### src/rtl/serial_adder_if.sv
// Start/busy/done handshake plus operand and result buses of the bit-serial adder.
interface serial_adder_if #(
   parameter int WIDTH = 8
);
   logic             start;
   logic [WIDTH-1:0] a;
   logic [WIDTH-1:0] b;
   logic             cin;
   logic             busy;
   logic             done;
   logic [WIDTH-1:0] s;
   logic             c;

   modport master (output start, a, b, cin, input busy, done, s, c);
   modport slave  (input start, a, b, cin, output busy, done, s, c);
endinterface

### src/rtl/serial_adder_fa.sv
// Combinational full adder built from two half adders; the carry flop lives in the caller.
module fa (
   input  logic a,
   input  logic b,
   input  logic ci,
   output logic s,
   output logic co
);

   logic p;
   logic g0;
   logic g1;

   ha u_ha0 (.a(a), .b(b),  .s(p), .co(g0));
   ha u_ha1 (.a(p), .b(ci), .s(s), .co(g1));

   assign co = g0 | g1;

endmodule

### src/rtl/serial_adder_ha.sv
// Gate-level half adder: the basic cell the bit-serial datapath is built from.
module ha (
   input  logic a,
   input  logic b,
   output logic s,
   output logic co
);

   assign s  = a ^ b;
   assign co = a & b;

endmodule

### src/rtl/serial_adder.sv
// Bit-serial adder: one sum bit per clock, LSB first, result {c,s} = a + b + cin after WIDTH cycles.
module serial_adder #(
   parameter int WIDTH = 8
) (
   input  logic           clk,
   input  logic           rst,
   serial_adder_if.slave  bus
);

   localparam logic ST_IDLE = 1'b0;
   localparam logic ST_RUN  = 1'b1;
   localparam int   CNT_W   = $clog2(WIDTH);
   localparam logic [CNT_W-1:0] CNT_LAST = CNT_W'(WIDTH - 1);

   logic             state_q, state_d;
   logic [WIDTH-1:0] a_sr_q, a_sr_d;
   logic [WIDTH-1:0] b_sr_q, b_sr_d;
   logic [WIDTH-1:0] sum_sr_q, sum_sr_d;
   logic             carry_q, carry_d;
   logic [CNT_W-1:0] cnt_q, cnt_d;
   logic [WIDTH-1:0] s_q, s_d;
   logic             c_q, c_d;
   logic             done_q, done_d;

   logic             fa_s;
   logic             fa_co;
   logic [WIDTH-1:0] sum_shifted;

   fa u_fa (.a(a_sr_q[0]), .b(b_sr_q[0]), .ci(carry_q), .s(fa_s), .co(fa_co));

   assign sum_shifted = {fa_s, sum_sr_q[WIDTH-1:1]};

   always_ff @(posedge clk or posedge rst) begin
      if (rst) begin
         state_q  <= ST_IDLE;
         a_sr_q   <= '0;
         b_sr_q   <= '0;
         sum_sr_q <= '0;
         carry_q  <= 1'b0;
         cnt_q    <= '0;
         s_q      <= '0;
         c_q      <= 1'b0;
         done_q   <= 1'b0;
      end else begin
         state_q  <= state_d;
         a_sr_q   <= a_sr_d;
         b_sr_q   <= b_sr_d;
         sum_sr_q <= sum_sr_d;
         carry_q  <= carry_d;
         cnt_q    <= cnt_d;
         s_q      <= s_d;
         c_q      <= c_d;
         done_q   <= done_d;
      end
   end

   always_comb begin
      state_d  = state_q;
      a_sr_d   = a_sr_q;
      b_sr_d   = b_sr_q;
      sum_sr_d = sum_sr_q;
      carry_d  = carry_q;
      cnt_d    = cnt_q;
      s_d      = s_q;
      c_d      = c_q;
      done_d   = 1'b0;
      case (state_q)
         ST_IDLE: begin
            if (bus.start) begin
               a_sr_d  = bus.a;
               b_sr_d  = bus.b;
               carry_d = bus.cin;
               cnt_d   = '0;
               state_d = ST_RUN;
            end
         end
         default: begin
            a_sr_d   = a_sr_q >> 1;
            b_sr_d   = b_sr_q >> 1;
            sum_sr_d = sum_shifted;
            carry_d  = fa_co;
            cnt_d    = cnt_q + CNT_W'(1);
            // The last bit goes straight to s so the result lands on the same edge as the final carry.
            if (cnt_q == CNT_LAST) begin
               s_d     = sum_shifted;
               c_d     = fa_co;
               done_d  = 1'b1;
               state_d = ST_IDLE;
            end
         end
      endcase
   end

   always_comb begin
      bus.busy = (state_q == ST_RUN);
      bus.done = done_q;
      bus.s    = s_q;
      bus.c    = c_q;
   end

endmodule

### src/flat_wrapper.sv
// flat-port wrapper written by rule: the top's interface ports become plain ports
module serial_adder_flat 
#(
   parameter int WIDTH = 8
)
  (clk, rst, bus_start, bus_a, bus_b, bus_cin, bus_busy, bus_done, bus_s, bus_c);
  serial_adder_if #(.WIDTH(WIDTH)) bus_i ();
  input  logic clk;
  input  logic rst;
  input wire logic [$bits(bus_i.start)-1:0] bus_start;
  input wire logic [$bits(bus_i.a)-1:0] bus_a;
  input wire logic [$bits(bus_i.b)-1:0] bus_b;
  input wire logic [$bits(bus_i.cin)-1:0] bus_cin;
  output wire logic [$bits(bus_i.busy)-1:0] bus_busy;
  output wire logic [$bits(bus_i.done)-1:0] bus_done;
  output wire logic [$bits(bus_i.s)-1:0] bus_s;
  output wire logic [$bits(bus_i.c)-1:0] bus_c;
  assign bus_i.start = bus_start;
  assign bus_i.a = bus_a;
  assign bus_i.b = bus_b;
  assign bus_i.cin = bus_cin;
  assign bus_busy = bus_i.busy;
  assign bus_done = bus_i.done;
  assign bus_s = bus_i.s;
  assign bus_c = bus_i.c;
  serial_adder #(.WIDTH(WIDTH)) u_core (.clk(clk), .rst(rst), .bus(bus_i));
endmodule
### config.mk
export PLATFORM = sky130hd
export DESIGN_NAME = serial_adder_flat
export DESIGN_NICKNAME = d
export VERILOG_FILES = /design/src/rtl/serial_adder_if.sv /design/src/rtl/serial_adder_fa.sv /design/src/rtl/serial_adder_ha.sv /design/src/rtl/serial_adder.sv /design/src/flat_wrapper.sv
export SDC_FILE = /design/constraint.sdc
export NUM_CORES = 1
export LEC_CHECK = 0
export CORE_MARGIN = 4
export CORE_UTILIZATION = 55
export CTS_CLUSTER_SIZE = 30
export DETAILED_ROUTE_END_ITERATION = 8
export GPL_ROUTABILITY_DRIVEN = 0
export PLACE_DENSITY = 0.9
export REMOVE_ABC_BUFFERS = 1
export SLEW_MARGIN = 30
export SYNTH_ARGS = -nofsm -noshare
export SYNTH_HDL_FRONTEND = slang
export SYNTH_SLANG_ARGS = --single-unit
### constraint.sdc
create_clock -name clk -period 4.55 [get_ports clk]
set_clock_uncertainty 0.05 [all_clocks]
set_input_delay 0.91 -clock clk [delete_from_list [all_inputs] [get_ports clk]]
set_output_delay 0.91 -clock clk [all_outputs]
set_load 0.005 [all_outputs]
==> impl_metrics.json <==
{
  "outcome": "finished, final reports clean",
  "ys.warnings.count": 0,
  "setup_viol": 0,
  "vias": 1012,
  "clk-insertion-delay-late_ps": 340,
  "htreeDepth": 2,
  "diodes": 0,
  "drtIter0Drc": 25,
  "cts_sinks": 38,
  "initial_utilization": 0.592,
  "synth_seq_cells": 38,
  "power_w": 0.00122,
  "slew_viol_final": 0,
  "synthesis.area_um2": 1680,
  "multi_input_comb_area_um2": 653,
  "vias_per_cell": 5.41,
  "drc": 0,
  "ir_drop_mv": 0.396,
  "synth.yosys.seq_area_share": 0.568,
  "fin_crit_ps": 2640,
  "grtUsageTotal": 0.145,
  "cts-resized-gates": 0,
  "cp.required_ps": 3590,
  "ys_types": 16,
  "synth_area_leaders": "dfrtp_1, mux2i_1, mux2_4",
  "power_density_nw_per_um2": 605,
  "rsz0062_at_grt": "false",
  "critical_path.startpoint_type": "flip-flop",
  "relSlewSlack": 0.594,
  "grt_pass1_wl_um": 4460,
  "io_pins": 31,
  "utilization": 0.713,
  "tightestPinTransition_ps": 608,
  "grt_max_degree": 48,
  "rows": 19,
  "dr.pass1.iters": 4,
  "synth_top_area_frac": 0.568,
  "post-cts-setup-buffer-count": 0,
  "worst-path-max-fanout": 47,
  "cts_buffers": 5,
  "hold_viol_final": 0,
  "cts_tree": "yes",
  "coreArea_um2": 2830,
  "syn_area_per_cell_um2": 13.4,
  "wl_per_cell_um": 13.9,
  "layout-area-overhead-vs-synth_pct": 20.3,
  "setup_tns_ps": 0,
  "die_area_um2": 3990,
  "drtAntennaViolNets": 0,
  "max_freq_mhz": 378,
  "antenna_found_initial": 0,
  "post-route-period-util": 0.581,
  "cts_root_buffer": "clkbuf_4",
  "crit_type": "flip-flop to primary output",
  "drv_cap": 0,
  "endpoint_kind": "primary output",
  "synth_top_area_cell": "dfrtp_1",
  "numPortBuffers": 30,
  "die_w_um": 63.2,
  "drt-total-wl_um": 2610,
  "dp.final_hpwl_um": 1830,
  "p_leak_nw": 0.994,
  "grt_overflow": 0,
  "synth_cells": 125,
  "final_cell_mix": "dfrtp_1, clkdlybuf4s50_1, mux2i_1, nand2_1, o21ai_0",
  "fillers": 204,
  "holdWs_ps": 443,
  "grt_pass1_vias": 1032,
  "worstPathArrival_ps": 1680,
  "clockBufferDepth": 2,
  "final_common_cell": "dfrtp_1",
  "nets": 180,
  "drive_above_1_share": 0.173,
  "hold_class": "flip-flop to flip-flop",
  "path_clk_slew_ps": 100,
  "die_y_um": 63.2,
  "register_area_um2": 951,
  "holdBufCountCts": 0
}
[critical path, stage by stage (launching register included)]
cell and delay [ps]:
dfrtp_1 330, buf_4 400, clkdlybuf4s50_1 590
[kinds of logic (layout without fill, tap and decap cells)]
kind of cell             count (synthesis)  count (layout)  share of synthesized area
AND/OR/NAND/NOR                         22              22                     0.0620
flip-flops                              38              38                      0.568
buffers and inverters                   10              41                     0.0426
AO/OA/AOI/OAI                           17              17                     0.0530
adder cells (fa/ha/maj)                  3               3                     0.0269
multiplexers                            35              35                      0.248
[flip-flops by register name (all words and copies together), names as in the netlist]
name and cells:
u_core.a_sr_q 8, u_core.sum_sr_q 7, u_core.carry_q 1, u_core.bus.busy 1
u_core.bus.done 1, u_core.cnt_q 3, u_core.b_sr_q 8, u_core.bus.s 8
u_core.bus.c 1
[routing by layer]
| layer | vias up | GRT usage | part of all wire |
|---|---|---|---|
| met2 | 37 | 0.236 | 0.45 |
| met5 | - | 0 | 0 |
| met1 | 482 | 0.168 | 0.45 |
| met4 | 0 | 0.0647 | 0.016 |
| li1 | 489 | - | - |
| met3 | 4 | 0.0586 | 0.077 |
[power by group]
| group | switching, W | internal, W |
|---|---|---|
| clock | 0.000101 | 0.0000697 |
| combinational | 0.000189 | 0.000295 |
| sequential | 0.0000825 | 0.000483 |
[per-stage QoR]
stage / setup WS (ps) / cells / area (um2)
3_3_place_gp: 1920 / 181 / 1970
3_5_place_dp: 1820 / 181 / 1970
2_1_floorplan: 2480 / 118 / 1620
5_1_grt: 1780 / 187 / 2020
6_report: 1910 / 187 / 2020
4_1_cts: 1880 / 187 / 2020
[Yosys cell counts]
master,instances
dfrtp_1,38
mux2i_1,19
nand2_1,16
o21ai_0,16
mux2_4,12
buf_6,4
mux2_2,4
inv_1,3
nor2_1,3
buf_2,2
ha_1,2
nand2b_1,2
a22o_1,1
clkbuf_2,1
fa_1,1
nand2_8,1
[layout make-up]
| cell class | count | share of cell area |
|---|---|---|
| Clock buffer | 6 | 0.0255 |
| Inverter | 3 | 0.00559 |
| Multi-Input combinational cell | 77 | 0.324 |
| Sequential cell | 38 | 0.472 |
| Tap cell | 31 | 0.0192 |
| Timing Repair Buffer | 32 | 0.154 |
[worst paths after layout]
path | endpoint | from | depth (start not counted) | slack (ps)
max | bus_busy | u_core.bus.busy | 2 | 1910
min | u_core.a_sr_q[1] | u_core.a_sr_q[2] | 2 | 440
max reg2reg | u_core.bus.s[6] | u_core.cnt_q[0] | 4 | 3050
min reg2reg | u_core.a_sr_q[1] | u_core.a_sr_q[2] | 2 | 440
max in group asynchronous | u_core.b_sr_q[3] | rst | 3 | 3000
min in group asynchronous | u_core.bus.s[3] | rst | 2 | 910
No activity file was read; power rests on OpenSTA's default activity.
==> variant 1, RTL diff (same flow settings) <==
Make the reset (`rst`) synchronous in one clocked block.
--- a/src/rtl/serial_adder.sv
+++ b/src/rtl/serial_adder.sv
@@ -30,7 +30,7 @@
 
    assign sum_shifted = {fa_s, sum_sr_q[WIDTH-1:1]};
 
-   always_ff @(posedge clk or posedge rst) begin
+   always_ff @(posedge clk) begin
       if (rst) begin
          state_q  <= ST_IDLE;
          a_sr_q   <= '0;
Behaviour: differs if rst is asserted again (counterexample within 4 cycles, from zero or initial values and one cycle with rst high); with rst held inactive, the same outputs for 10 cycles.
==> variant 1 against the unedited design <==
First-iteration DRC count rose to 2.9 times the old value. Highest routed layer unchanged. Final area is 3.6% lower. Sequential cell count stayed put. Area after synthesis fell by 2.4%. Synthesized cell count rose by 27%. Routed wire length up 13%. Worst setup slack better by 0.50 ns.
Power is not compared: it rests on default switching activity, and its combinational part moved more than twofold at a synthesized area within 25%.
==> variant 1: results <==
[hold_path]
min_path_type = "reg2reg"

[cells_and_area]
antennaDiodeCount = 0
layout-drive-gt1-share_pct = 10.9
nNetsFinal = 206

[synthesis]
seq_area_frac_synth_pct = 46.5
ys.warnings.count = 0
netlist_top_cells_area = "dfxtp_1 47%, mux2i_1 15%, a211oi_1 7.3%, nor2b_1 5.7%, a21bo_2 5.5%"
async_flop_share_pct = 0
synth_common_cells = "38 x dfxtp_1, 24 x mux2i_1, 16 x a211oi_1, 15 x nor2b_1, 12 x a21oi_1"
synthDistinctLibCells = 20

[clock_tree]
postCtsSetupBuffers = 0
cts_buffers = 5
cts_root_buf = "clkbuf_4"
cts.clk_slew.worst_paths_ns = 0.10
clock_latency_ns = 0.33
cts_resized = 0
clk_path_buf_depth = 2
htree_levels = 2

[place]
port_buffers = 30
dp_hpwl_microns = 1940

[grt]
grt_max_degree = 53
antenna_found_initial = 0
grt_usage_pct = 15.2
grt_pass1_wl_microns = 4890
first_global_vias = 1144

[worst_setup_path]
cp.arrival_ns = 1.18
path_delay_family = "buffers and inverters"
max_stage_delay_ns = 0.50
crit_fanout = 2
cpMaxStageDelayCell = "clkdlybuf4s50_1"

[drt]
via_per_inst = 5.68
drtIter0Drc = 73
wl_microns = 2950
first_pass_iters = 4

[power_and_ir_drop]
peakVddDrop_v = 0.000204
p_int_mw = 0.461
leakagePower_nw = 0.763

[outcome]
outcome = "finished, final reports clean"

[sta]
worst_slew_pin_slew_ns = 0.705

[job]
max-cap-violations = 0
variant 1: per-layer routing:
metal  share of wire [%]  vias up  GRT usage [%]
met2                  47       34           25.2
li1                    -      610              -
met4                0.78        0           3.58
met5                   0        -              0
met3                 5.5        2           5.94
met1                  47      575           18.6
variant 1: path summary, 6_finish.rpt:
check                      from         endpoint  slack (ns)  cells past startpoint
min reg2reg  u_core.sum_sr_q[1]  u_core.bus.s[0]        0.43                      2
max reg2reg     u_core.cnt_q[0]  u_core.bus.s[2]        2.94                      4
min          u_core.sum_sr_q[1]  u_core.bus.s[0]        0.43                      2
max                u_core.bus.c            bus_c        2.41                      1
variant 1: worst register-to-register path, stage by stage (launching register included):
cell and delay (ns):
dfxtp_1 0.35, ha_1 0.15, ha_1 0.60, a21bo_2 0.25
a21oi_1 0.06
variant 1: area by class of cell:
class / count / area (sq um)
Fill cell: 233 / 862
Multi-Input combinational cell: 106 / 782
Sequential cell: 38 / 761
Timing Repair Buffer: 31 / 298
Clock buffer: 7 / 55.1
Tap cell: 31 / 38.8
Clock inverter: 1 / 5.00
Inverter: 1 / 3.75
variant 1: per-stage QoR:
stage | total power, mW | std cells | setup slack (ns) | instance area [sq um]
final | 0.606 | 215 | 2.41 | 1940
after global routing | 0.637 | 215 | 2.35 | 1940
after CTS | 0.613 | 215 | 2.08 | 1950
after detailed placement | 0.440 | 207 | 1.72 | 1890
after global placement | 0.436 | 207 | 1.83 | 1890
after floorplan | 0.403 | 145 | 2.45 | 1550
variant 1: power by group through the flow:
stage | registers, mW | clock network (mW) | logic (mW)
floorplan | 0.368 | 0 | 0.0349
CTS | 0.357 | 0.180 | 0.0755
global placement | 0.364 | 0 | 0.0723
global route | 0.359 | 0.196 | 0.0815
detailed placement | 0.365 | 0 | 0.0752
finish | 0.357 | 0.175 | 0.0744
variant 1: logic make-up after synthesis:
group / Yosys count / synth area share (%)
AND/OR/NAND/NOR: 42 / 13.8
flip-flops: 38 / 46.5
AO/OA/AOI/OAI: 37 / 16.5
multiplexers: 24 / 14.7
buffers and inverters: 15 / 5.66
adder cells (fa/ha/maj): 3 / 2.75
==> variant 2, RTL diff (config.mk and constraints unchanged) <==
Without the edit above. `WIDTH` is set to 8 in 3 places; all go to 4.
--- a/src/rtl/serial_adder_if.sv
+++ b/src/rtl/serial_adder_if.sv
@@ -1,6 +1,6 @@
 // Start/busy/done handshake plus operand and result buses of the bit-serial adder.
 interface serial_adder_if #(
-   parameter int WIDTH = 8
+   parameter int WIDTH = 4
 );
    logic             start;
    logic [WIDTH-1:0] a;
--- a/src/rtl/serial_adder.sv
+++ b/src/rtl/serial_adder.sv
@@ -1,6 +1,6 @@
 // Bit-serial adder: one sum bit per clock, LSB first, result {c,s} = a + b + cin after WIDTH cycles.
 module serial_adder #(
-   parameter int WIDTH = 8
+   parameter int WIDTH = 4
 ) (
    input  logic           clk,
    input  logic           rst,
--- a/src/flat_wrapper.sv
+++ b/src/flat_wrapper.sv
@@ -1,7 +1,7 @@
 // flat-port wrapper written by rule: the top's interface ports become plain ports
 module serial_adder_flat 
 #(
-   parameter int WIDTH = 8
+   parameter int WIDTH = 4
 )
   (clk, rst, bus_start, bus_a, bus_b, bus_cin, bus_busy, bus_done, bus_s, bus_c);
   serial_adder_if #(.WIDTH(WIDTH)) bus_i ();
Interface: changed (resized bus_a, bus_b and bus_s); port bits go from 31 to 19. The function was not compared with the original's and may differ.
==> variant 2 against the unedited design <==
Routed wire length decreased by 45%. Total power decreased by 46%. Final area decreased by 44%. Sequential cell count decreased by 17. First-iteration DRC count decreased by 80%. Non-clock buffer count decreased by 13. Cell count decreased by 44%. Count of clock-buffer cells in the layout decreased by 2. Area after synthesis decreased by 45%. Worst setup slack improved by 0.49 ns. Die area decreased by 40%.
==> variant 2: results <==
[clock_tree]
htree_levels = 1
clock_latency_ns = 0.29
cts_root_buf = "clkbuf_4"
cts_buffers = 3
postCtsSetupBuffers = 0
clk_path_buf_depth = 2
cts.clk_slew.worst_paths_ns = 0.11
cts_resized = 0

[sta]
worst_slew_pin_slew_ns = 0.781
min_period_over_period_pct = 47.3
timing.hold.ws_ns = 0.445

[grt]
grt_usage_pct = 13.5
antenna_found_initial = 0
grt_max_degree = 25
first_global_vias = 572
grt_pass1_wl_microns = 2550

[synthesis]
ys.flop_type = "dfrtp_1"
synth_common_cells = "21 x dfrtp_1, 11 x mux2i_1, 7 x nand2_1, 6 x o21ai_1, 5 x mux2_4"
async_flop_share_pct = 100
seq_area_frac_synth_pct = 56.8
synth-edff-count = 0
synthDistinctLibCells = 16
ys.warnings.count = 0
netlist_top_cells_area = "dfrtp_1 57%, mux2i_1 12%, mux2_4 8.1%, buf_6 3.6%, mux2_2 3.6%"

[cells_and_area]
nNetsFinal = 103
fill_cells = 127
layout-drive-gt1-share_pct = 14.8
antennaDiodeCount = 0

[worst_setup_path]
r2r_slack_ns = 3.21
crit_fanout = 2
cp.arrival_ns = 1.19
cpMaxStageDelayCell = "clkdlybuf4s50_1"
path_delay_family = "buffers and inverters"
max_stage_delay_ns = 0.51

[drt]
met2_length_microns = 687
met3WireLength_microns = 89
vias = 543
top_layer = "met4"
first_pass_iters = 3
drtIter0Drc = 5
wl_met1_microns = 631
wl_microns = 1420

[place]
port_buffers = 18
dp_hpwl_microns = 1060
place_ws_ns = 2.26

[die]
core_sq_um = 1540

[power_and_ir_drop]
peakVddDrop_v = 0.000302
leakagePower_nw = 0.554

[hold_path]
min_path_type = "reg2reg"

[outcome]
outcome = "finished, final reports clean"
## variant 2: power breakdown
group | total [mW] | internal [mW] | switching (mW)
clock | 0.0857 | 0.0341 | 0.0516
sequential | 0.310 | 0.263 | 0.0464
combinational | 0.262 | 0.163 | 0.0990
total | 0.657 | 0.460 | 0.197
## variant 2: logic make-up after synthesis
family / share of synthesized area [%]
flip-flops: 56.8
multiplexers: 23.6
AND/OR/NAND/NOR: 5.95
AO/OA/AOI/OAI: 4.73
adder cells (fa/ha/maj): 3.51
buffers and inverters: 5.40
## variant 2: final cells by class
| type | count | area share, % |
|---|---|---|
| flip-flops and latches | 21 | 46.9 |
| inverters | 3 | 1.00 |
| multi-input cells | 41 | 31.2 |
| repair buffers | 19 | 16.7 |
| clock buffers | 4 | 2.34 |
| well taps | 16 | 1.79 |
## variant 2: per-layer routing
metal  up-vias  GRT usage (%)
met5         -              0
met4         0           5.38
met3         2           2.75
met2        18           22.0
met1       254           17.5
li1        269              -
## variant 2: final timing paths
check                                       from            endpoint  depth (start not counted)
min in group asynchronous                    rst     u_core.cnt_q[0]                          2
worst max register to register  u_core.a_sr_q[0]  u_core.sum_sr_q[3]                          2
max in group asynchronous                    rst     u_core.bus.s[0]                          2
worst max-delay path             u_core.bus.busy            bus_busy                          1
worst min-delay path             u_core.cnt_q[0]     u_core.cnt_q[0]                          1
worst min register to register   u_core.cnt_q[0]     u_core.cnt_q[0]                          1
## variant 2: metrics by stage
step                total power [mW]  area (sq um)  cells  util (%)
CTS                            0.668          1120    104      72.7
detailed placement             0.582          1090    100      71.0
finish                         0.657          1120    104      72.7
global placement               0.567          1090    100      71.0
global route                   0.709          1120    104      72.7
floorplan                      0.473           887     65         -
